## src/rtl/regfile_pkg.sv

```systemverilog
// regfile_pkg: shared sizes and types for the register-file write-port scheduler.
package regfile_pkg;
  localparam int NREG = 8;
  localparam int AW = 3;
  localparam int DW = 16;
  localparam int CW = 3;
  typedef logic [AW-1:0] reg_idx_t;
  typedef logic [DW-1:0] reg_data_t;
  typedef struct packed {
    logic      valid;
    reg_idx_t  idx;
    reg_data_t data;
  } wb_req_t;
endpackage

```

## src/rtl/regfile_scoreboard.sv

```systemverilog
// regfile_scoreboard: pending-write bits, long-op counter and decode stall.
// REGFILE_SCHED_BYPASS_EN: a source being staged this cycle does not stall.
module regfile_scoreboard import regfile_pkg::*; #(
  parameter int LONG_DEPTH = 2
) (
  input  logic            clk,
  input  logic            rst_n,
  input  logic            iss_valid,
  input  reg_idx_t        iss_rs,
  input  reg_idx_t        iss_rt,
  input  logic            iss_rs_used,
  input  logic            iss_rt_used,
  input  logic            iss_wr_en,
  input  reg_idx_t        iss_rd,
  input  logic            iss_long,
  input  logic            clr_en,
  input  reg_idx_t        clr_idx,
  input  logic            b_acc,
  output logic            iss_stall,
  output logic [NREG-1:0] pending,
  output logic [CW-1:0]   long_cnt
);
  logic rs_busy, rt_busy, accept, inc;
  logic [NREG-1:0] set_mask, clr_mask;
`ifdef REGFILE_SCHED_BYPASS_EN
  assign rs_busy = pending[iss_rs] && !(clr_en && clr_idx == iss_rs);
  assign rt_busy = pending[iss_rt] && !(clr_en && clr_idx == iss_rt);
`else
  assign rs_busy = pending[iss_rs];
  assign rt_busy = pending[iss_rt];
`endif
  assign iss_stall = iss_valid && ((iss_rs_used && rs_busy) || (iss_rt_used && rt_busy) ||
                     (iss_wr_en && pending[iss_rd]) || (iss_long && long_cnt == CW'(LONG_DEPTH)));
  assign accept = iss_valid && !iss_stall;
  assign inc = accept && iss_long;
  assign set_mask = (accept && iss_wr_en && iss_rd != '0) ? NREG'(1) << iss_rd : '0;
  assign clr_mask = clr_en ? NREG'(1) << clr_idx : '0;
  always_ff @(posedge clk or negedge rst_n)
    if (!rst_n) begin
      pending <= '0;
      long_cnt <= '0;
    end else begin
      pending <= (pending & ~clr_mask) | set_mask;
      if (inc && !b_acc) long_cnt <= long_cnt + CW'(1);
      else if (b_acc && !inc && long_cnt != '0) long_cnt <= long_cnt - CW'(1);
    end
endmodule

```

## src/rtl/regfile_port_scheduler.sv

```systemverilog
// regfile_port_scheduler: hazard scoreboard plus single write-port arbiter (A over B).
// REGFILE_SCHED_BYPASS_EN removes the one-bubble penalty after a commit.
module regfile_port_scheduler import regfile_pkg::*; #(
  parameter int LONG_DEPTH = 2
) (
  input  logic      clk,
  input  logic      rst_n,
  input  logic      iss_valid,
  input  reg_idx_t  iss_rs,
  input  reg_idx_t  iss_rt,
  input  logic      iss_rs_used,
  input  logic      iss_rt_used,
  input  logic      iss_wr_en,
  input  reg_idx_t  iss_rd,
  input  logic      iss_long,
  output logic      iss_stall,
  input  logic      a_valid,
  input  reg_idx_t  a_reg,
  input  reg_data_t a_data,
  input  logic      b_valid,
  input  reg_idx_t  b_reg,
  input  reg_data_t b_data,
  output logic      b_ready,
  output logic      rf_regwrite,
  output reg_idx_t  rf_writereg,
  output reg_data_t rf_writedata,
  output logic      err_sticky
);
  wb_req_t win;
  logic stage;
  logic [NREG-1:0] pending;
  logic [CW-1:0] long_cnt;
  assign b_ready = b_valid && !a_valid;
  assign win.valid = a_valid || b_valid;
  assign win.idx = a_valid ? a_reg : b_reg;
  assign win.data = a_valid ? a_data : b_data;
  // r0 is never staged, so it never commits and never clears anything
  assign stage = win.valid && win.idx != '0;
  regfile_scoreboard #(.LONG_DEPTH(LONG_DEPTH)) u_sb (
    .clk(clk), .rst_n(rst_n), .iss_valid(iss_valid), .iss_rs(iss_rs), .iss_rt(iss_rt),
    .iss_rs_used(iss_rs_used), .iss_rt_used(iss_rt_used), .iss_wr_en(iss_wr_en),
    .iss_rd(iss_rd), .iss_long(iss_long), .clr_en(stage), .clr_idx(win.idx),
    .b_acc(b_ready), .iss_stall(iss_stall), .pending(pending), .long_cnt(long_cnt)
  );
  always_ff @(posedge clk or negedge rst_n)
    if (!rst_n) begin
      rf_regwrite <= 1'b0;
      rf_writereg <= '0;
      rf_writedata <= '0;
      err_sticky <= 1'b0;
    end else begin
      rf_regwrite <= stage;
      if (stage) begin
        rf_writereg <= win.idx;
        rf_writedata <= win.data;
      end
      if ((stage && !pending[win.idx]) || (b_ready && long_cnt == '0)) err_sticky <= 1'b1;
    end
endmodule

```

## config.mk

```make
export PLATFORM = sky130hd
export DESIGN_NAME = regfile_port_scheduler
export DESIGN_NICKNAME = d
export VERILOG_FILES = /design/src/rtl/regfile_pkg.sv /design/src/rtl/regfile_scoreboard.sv /design/src/rtl/regfile_port_scheduler.sv
export SDC_FILE = /design/constraint.sdc
export NUM_CORES = 1
export LEC_CHECK = 0
export CAP_MARGIN = 25
export CORE_MARGIN = 5
export CORE_UTILIZATION = 43
export CTS_BUF_LIST = sky130_fd_sc_hd__clkbuf_16
export DETAILED_ROUTE_END_ITERATION = 12
export HOLD_SLACK_MARGIN = 0.03
export PLACE_DENSITY = 0.8
export SLEW_MARGIN = 25
export SYNTH_ARGS = -nofsm -noshare
export SYNTH_HDL_FRONTEND = slang
export SYNTH_SLANG_ARGS = --single-unit
```

## constraint.sdc

```tcl
create_clock -name clk -period 4 [get_ports clk]
set_clock_uncertainty 0.2 [all_clocks]
set_input_delay 0.6 -clock clk [delete_from_list [all_inputs] [get_ports clk]]
set_output_delay 0.6 -clock clk [all_outputs]
set_load 0.01 [all_outputs]
```

==> results of run 1 <==
[layout make-up]
class,instances,area (sq um)
Clock inverter,3,38.8
Tap cell,52,65.1
Sequential cell,32,801
Inverter,8,30.0
Fill cell,331,1410
Timing Repair Buffer,84,826
Clock buffer,5,125
Multi-Input combinational cell,137,1030
[cell families after synthesis]
group / share of synthesized area (%)
mux: 21.0
compound gates: 18.8
simple gates: 13.0
flops: 41.9
buf+inv: 4.19
fa+ha+maj: 1.05
[Yosys cell counts, types with 2 or more instances]
cell / number
dfrtp_1: 32
nor2b_1: 5
nor2_1: 28
mux4_1: 2
a21oi_1: 16
inv_1: 8
a41o_1: 2
o2111ai_1: 2
mux2_2: 3
o22ai_1: 3
a21boi_0: 3
and2_1: 3
a32o_1: 7
mux2i_1: 27
nand3_1: 2
clkbuf_1: 7
mux4_2: 2
o21ai_0: 3
a31oi_1: 2
o2bb2ai_1: 2
nand2_1: 11
[power groups by stage]
stage          combinational, mW  clock [mW]  sequential, mW
2_1_floorplan              0.204           0           0.447
3_3_place_gp               0.378           0           0.448
3_5_place_dp               0.386           0           0.453
4_1_cts                    0.394       0.428           0.449
5_1_grt                    0.429       0.449           0.458
6_report                   0.393       0.420           0.449
[worst max-delay path: cells and delay by family]
kind / cells / cell delay [ns]
mux: 2 / 0.87
simple gates: 1 / 0.10
compound gates: 1 / 0.07
buf+inv: 3 / 1.26
[through the flow]
step / instances / worst slack [ns] / instance area (sq um) / hold WS [ns] / utilization [%]
after floorplan: 187 / 0.820 / 1910 / 0.104 / -
after global placement: 313 / 0.313 / 2750 / 0.221 / 63.6
after detailed placement: 313 / 0.242 / 2750 / 0.245 / 63.6
after CTS: 321 / 0.303 / 2910 / 0.256 / 67.4
after global routing: 321 / 0.179 / 2910 / 0.271 / 67.4
final: 321 / 0.293 / 2910 / 0.256 / 67.4
[state kept, by name (all words and copies together), names as in the netlist]
| signal | count |
|---|---|
| rf_writedata | 16 |
| rf_regwrite | 1 |
| err_sticky | 1 |
| u_sb.pending | 8 |
| rf_writereg | 3 |
| u_sb.long_cnt | 3 |
[cell usage in the layout (no fill, tap or decap)]
master           instances
inv_1                    9
and4_1                   1
a32o_1                   7
a21oi_1                 16
o2bb2ai_1                2
or4_1                    1
clkbuf_16                5
mux2i_1                 27
nor2_1                  28
nor2b_1                  5
nand3_1                  2
mux4_1                   2
a2bb2oi_1                1
a21boi_0                 3
a22oi_1                  1
a41o_1                   2
mux2_2                   3
buf_4                    6
a221oi_4                 1
fa_1                     1
nand4_1                  1
nand2b_1                 1
and2_1                   3
dfrtp_1                 32
a311o_1                  1
clkdlybuf4s50_1         78
a21oi_2                  1
a2bb2oi_2                1
nand2_1                 11
clkinv_2                 1
nor4_1                   1
mux4_2                   2
o2111ai_1                2
bufinv_16                1
o22ai_1                  3
a31oi_1                  2
or3_1                    1
o31a_1                   1
o21ai_0                  3
[routing by layer]
layer,track usage [%],vias up,wire length [microns]
met1,22.4,820,2090
met4,7.69,0,132
met3,4.96,15,280
li1,-,859,-
met2,30.1,63,2770
met5,0,-,0
[worst max path at each step]
stage | end | slack (ns) | cells after the start
after floorplan | u_sb.long_cnt[2]$_DFFE_PN0P_ | 0.82 | 9
after global placement | u_sb.long_cnt[2]$_DFFE_PN0P_ | 0.31 | 9
after detailed placement | u_sb.long_cnt[2]$_DFFE_PN0P_ | 0.24 | 9
after CTS | iss_stall | 0.30 | 7
after global routing | iss_stall | 0.18 | 7
final | iss_stall | 0.29 | 7
==> results.ini, run 1 <==
[clock_tree]
ctsHoldBuffers=0
cts_tree=done
insertion_delay_ns=0.27
clk_path_buf_depth=2
numCtsBuffers=5
postCtsSetupBuffers=0
cts-resized-gates=0
ctsHtreeMaxLevel=2
cts.sinks=32
root_buffer=clkbuf_16
clk_pin_slew_ns=0.05

[detailed_routing]
wire_per_inst_microns=16.4
vias_per_cell=5.47
drc=0
drt_iter0_drc=168
vias=1757
drt-total-wl_mm=5.27
ant_nets=0
dr.pass1.iters=4

[synth]
synth_top_area_share_pct=41.9
yosys_warnings=0
ys_types=38
ys_ff_latch=32
synth_ff_type=dfrtp_1
syn-cell-area_sq_um=1910
synth_seq_area_share_pct=41.9
synth_area_leaders=dfrtp_1 42%, mux2i_1 14%, nor2_1 5.5%
post-synth-top-area-cell=dfrtp_1
synth-edff-count=0
synth_nets=244
avgSynthCellArea_sq_um=10.2
synthArstFlopShare_pct=100
syn_inst=187

[final_layout]
antenna_cells=0
nets=325
syn_to_final_growth_pct=52.6
drive_gt1_share_pct=7.81

[worst_setup_path]
crit_chain=clkdlybuf4s50_1, mux4_1, mux2_2, nand2_1, buf_4, a31oi_1, clkdlybuf4s50_1
crit_type=in -> out
cp_data_arrival_time_ns=2.91
cp_common_cell=clkdlybuf4s50_1
cpPeakStageDelay_ns=0.62
cp_max_fo=7
reg2reg_depth=8
critical_path.startpoint_type=input port
cp-end-kind=primary output
required_ns=3.20
critPathSlowestCell=clkdlybuf4s50_1
critPathLaunch=iss_rd[1]
r2r_slack_ns=0.94
r2r-start=u_sb.pending[7]$_DFF_PN0_
reg2reg_to=u_sb.long_cnt[2]$_DFFE_PN0P_

[sta]
fin_crit_sh_pct=92.7
drv_slew=0
finalSetupViolCount=0
fmax_ghz=0.270
hold_viol_final=0
tightest_slew_ns=0.684
fin_crit_ns=3.71
rsz0062_at_grt=no
fin_tns_setup_ns=0
maxSlewHeadroom_pct=53.1

[power_and_ir_drop]
clkPwrFrac_pct=33.3
intPower_uw=891
peakVddDrop_v=0.000295
p_total_mw=1.26
combPwrFrac_pct=31.1
pwr_density_cell_nw_per_um2=433
seqPwrFrac_pct=35.6
p_leak_nw=1.27
switching_power_uw=372
switching_share_pct=29.4

[place]
portBuffers=78
dpl.hpwl_mm=4.01
place_congestion=0.830

[grt]
grt-ovfl-total=0
antenna_found_initial=0
grt_max_degree=36
grtUsageTotal_pct=18.3
grt_pass1_vias=1754
grt_pass1_wl_mm=8.65

[min_path]
min_path_cells=0
min_from=u_sb.pending[0]$_DFF_PN0_
hp-class=reg -> reg
hold_path_end=u_sb.pending[0]$_DFF_PN0_

[die]
core_area_sq_um=4320
rows=24
ioPinCount=79
die_h_microns=76.6
die_area_sq_um=5870
die_w_microns=76.6
start_util_pct=44.2

[status]
status=finished clean

[run]
cap_violations=0

No activity file was read; power rests on OpenSTA's default activity.
==> run 2, diff against run 1 <==
Settings changed: RECOVER_POWER set to 100, REMOVE_ABC_BUFFERS set to 1, SKIP_LAST_GASP set to 1.
==> run 2 against run 1 <==
Net effect: the flow now finishes with violations (capacitance limit, slew limit); total power decreased by 7.7%; sequential share of layout area grew 0.23 points; register-to-register slack improved by 0.05 ns; clock-buffer cell count unchanged; non-clock buffer count is 3 higher; first-iteration DRC count decreased by 25%; die area is the same; setup slack got worse by 0.058 ns; via count increased by 0.63%; final cell count increased by 0.62%; highest routed layer unchanged.
==> results.ini, run 2 (synthesized netlist as in run 1, its figures left out) <==
[min_path]
min_from=u_sb.pending[0]$_DFF_PN0_
hold_path_end=u_sb.pending[0]$_DFF_PN0_
hp-class=reg -> reg
min_path_cells=0  ; unchanged

[status]
violations=capacitance limit, slew limit
status=finished with violations

[clock_tree]
cts-resized-gates=0  ; unchanged
clk_path_buf_depth=2  ; unchanged
root_buffer=clkbuf_16
postCtsSetupBuffers=0  ; unchanged
cts.sinks=32  ; unchanged
cts_tree=done
clk_pin_slew_ns=0.05  ; about the same
numCtsBuffers=5  ; unchanged
insertion_delay_ns=0.27  ; about the same
ctsHtreeMaxLevel=2  ; unchanged
ctsHoldBuffers=0  ; unchanged

[worst_setup_path]
r2r-start=u_sb.pending[1]$_DFF_PN0_
r2r_slack_ns=0.99  ; +0.05 ns
cp-end-kind=primary output
reg2reg_depth=8  ; unchanged
critical_path.startpoint_type=input port
required_ns=3.20  ; about the same
cp_max_fo=7  ; unchanged
cp_data_arrival_time_ns=2.96  ; +0.05 ns
crit_type=in -> out
reg2reg_to=u_sb.long_cnt[2]$_DFFE_PN0P_

[place]
portBuffers=78  ; unchanged
dpl.hpwl_mm=3.87  ; -3.6%
dp_slack_ns=0.277  ; +0.0359 ns
place_congestion=0.828  ; -0.27%

[die]
die_area_sq_um=5870  ; unchanged
die_w_microns=76.6  ; unchanged
die_h_microns=76.6  ; unchanged
core_area_sq_um=4320  ; unchanged
ioPinCount=79  ; unchanged
rows=24  ; unchanged
start_util_pct=44.2  ; unchanged

[final_layout]
final_cell_mix=53 x clkdlybuf4s50_1, 32 x dfrtp_1, 28 x nor2_1, 27 x mux2i_1, 25 x dlygate4sd3_1
antenna_cells=0  ; unchanged
final.fill_count=359  ; +8.5%
mostFrequentLayoutCell=clkdlybuf4s50_1
drive_gt1_share_pct=6.64  ; -1.2 points
top_register=rf_writedata
largest_register_ffs=16  ; unchanged
nets=328  ; +0.92%
reg_top3=rf_writedata (16), u_sb.pending (8)
syn_to_final_growth_pct=51.4

[sta]
tightest_slew_ns=1.72  ; +1.04 ns
fin_crit_ns=3.76  ; +0.0579 ns
fin_tns_setup_ns=0  ; unchanged
maxSlewHeadroom_pct=-14.8  ; -68 points
hold_viol_final=0  ; unchanged
setup_ws_ns=0.235  ; -0.0579 ns
finalSetupViolCount=0  ; unchanged
rsz0062_at_grt=no
fmax_ghz=0.266  ; -1.5%
fin_crit_sh_pct=94.1  ; +1.4 points
drv_slew=33  ; +33

[power_and_ir_drop]
peakVddDrop_v=0.000324  ; +9.7%
p_leak_nw=1.25  ; -1.7%
pwr_density_cell_nw_per_um2=403  ; -7.0%

[detailed_routing]
wire_per_inst_microns=15.7  ; -4.6%
dr.pass1.iters=4  ; unchanged
drt_iter0_drc=126  ; -25%
vias_per_cell=5.47  ; about the same
drt-total-wl_mm=5.06  ; -4.0%
drc=0  ; unchanged
vias=1768  ; +0.63%
ant_nets=0  ; unchanged

[grt]
grtUsageTotal_pct=17.8  ; -0.49 points
grt_max_degree=36  ; unchanged
grt_pass1_wl_mm=8.54  ; -1.3%
grt_pass1_vias=1817  ; +3.6%
antenna_found_initial=0  ; unchanged
grt-ovfl-total=0  ; unchanged

[run]
cap_violations=1  ; +1

run 2: cell types whose count changed in the layout (fill, tap and decap cells not counted):
cell,before,now
dlygate4sd3_1,0,25
clkbuf_1,0,3
clkinv_1,0,2
clkdlybuf4s50_1,78,53
and2_1,3,2
and2_0,0,1
a21oi_1,16,17
clkinv_2,1,0
bufinv_16,1,0
a21oi_2,1,0
inv_1,9,8
run 2: stage by stage:
stage                     instances  power [mW]  cell area, sq um  utilization, %  hold WS, ns
final                           323        1.16              2890            66.8        0.265
after global routing            323        1.24              2890            66.8        0.281
after CTS                       323        1.19              2910            67.2        0.273
after detailed placement        316       0.838              2770            64.1        0.252
after global placement          316       0.827              2770            64.1        0.221
after floorplan                 177       0.642              1860               -        0.104
run 2: area by class of cell:
cell class,count,area [sq um],area share (%)
clock buffer,5,125,4.33
clock inverter,2,7.51,0.260
sequential,32,801,27.7
timing repair buffer,87,837,29.0
inverter,8,30.0,1.04
tap,52,65.1,2.25
multi-input combinational,137,1020,35.5
run 2: worst max-delay path: stages:
cell             delay, ns
dlygate4sd3_1         0.69
mux4_1                0.60
mux2_2                0.28
nand2_1               0.09
buf_4                 0.15
a31oi_1               0.07
clkdlybuf4s50_1       0.49
run 2: how the worst max path moves through the flow:
stage                         start                           end  slack (ns)
after CTS                 iss_rd[1]                     iss_stall        0.30
after global routing      iss_rd[1]                     iss_stall        0.13
after floorplan           iss_rs[1]  u_sb.long_cnt[2]$_DFFE_PN0P_        0.83
final                     iss_rd[1]                     iss_stall        0.24
after global placement    iss_rs[1]  u_sb.long_cnt[2]$_DFFE_PN0P_        0.32
after detailed placement  iss_rs[1]  u_sb.long_cnt[2]$_DFFE_PN0P_        0.28
run 2: layer usage:
layer | global-route usage [%] | vias up | routed length (microns)
met3 | 3.78 | 7 | 211
li1 | - | 863 | -
met1 | 21.0 | 857 | 2000
met4 | 6.29 | 0 | 82
met5 | 0 | - | 0
met2 | 31.6 | 41 | 2770
run 2: report_power, final:
part / total [mW] / leakage, nW / internal, mW / switching [mW]
clock network: 0.344 / 0.0648 / 0.222 / 0.122
logic: 0.375 / 0.806 / 0.210 / 0.165
registers: 0.446 / 0.379 / 0.381 / 0.0649
==> run 3, diff against run 2 <==
Settings changed: GPL_ROUTABILITY_DRIVEN set to 0.
==> results of run 3 <==
Final layout, timing and power as in run 2 (identical DEF).
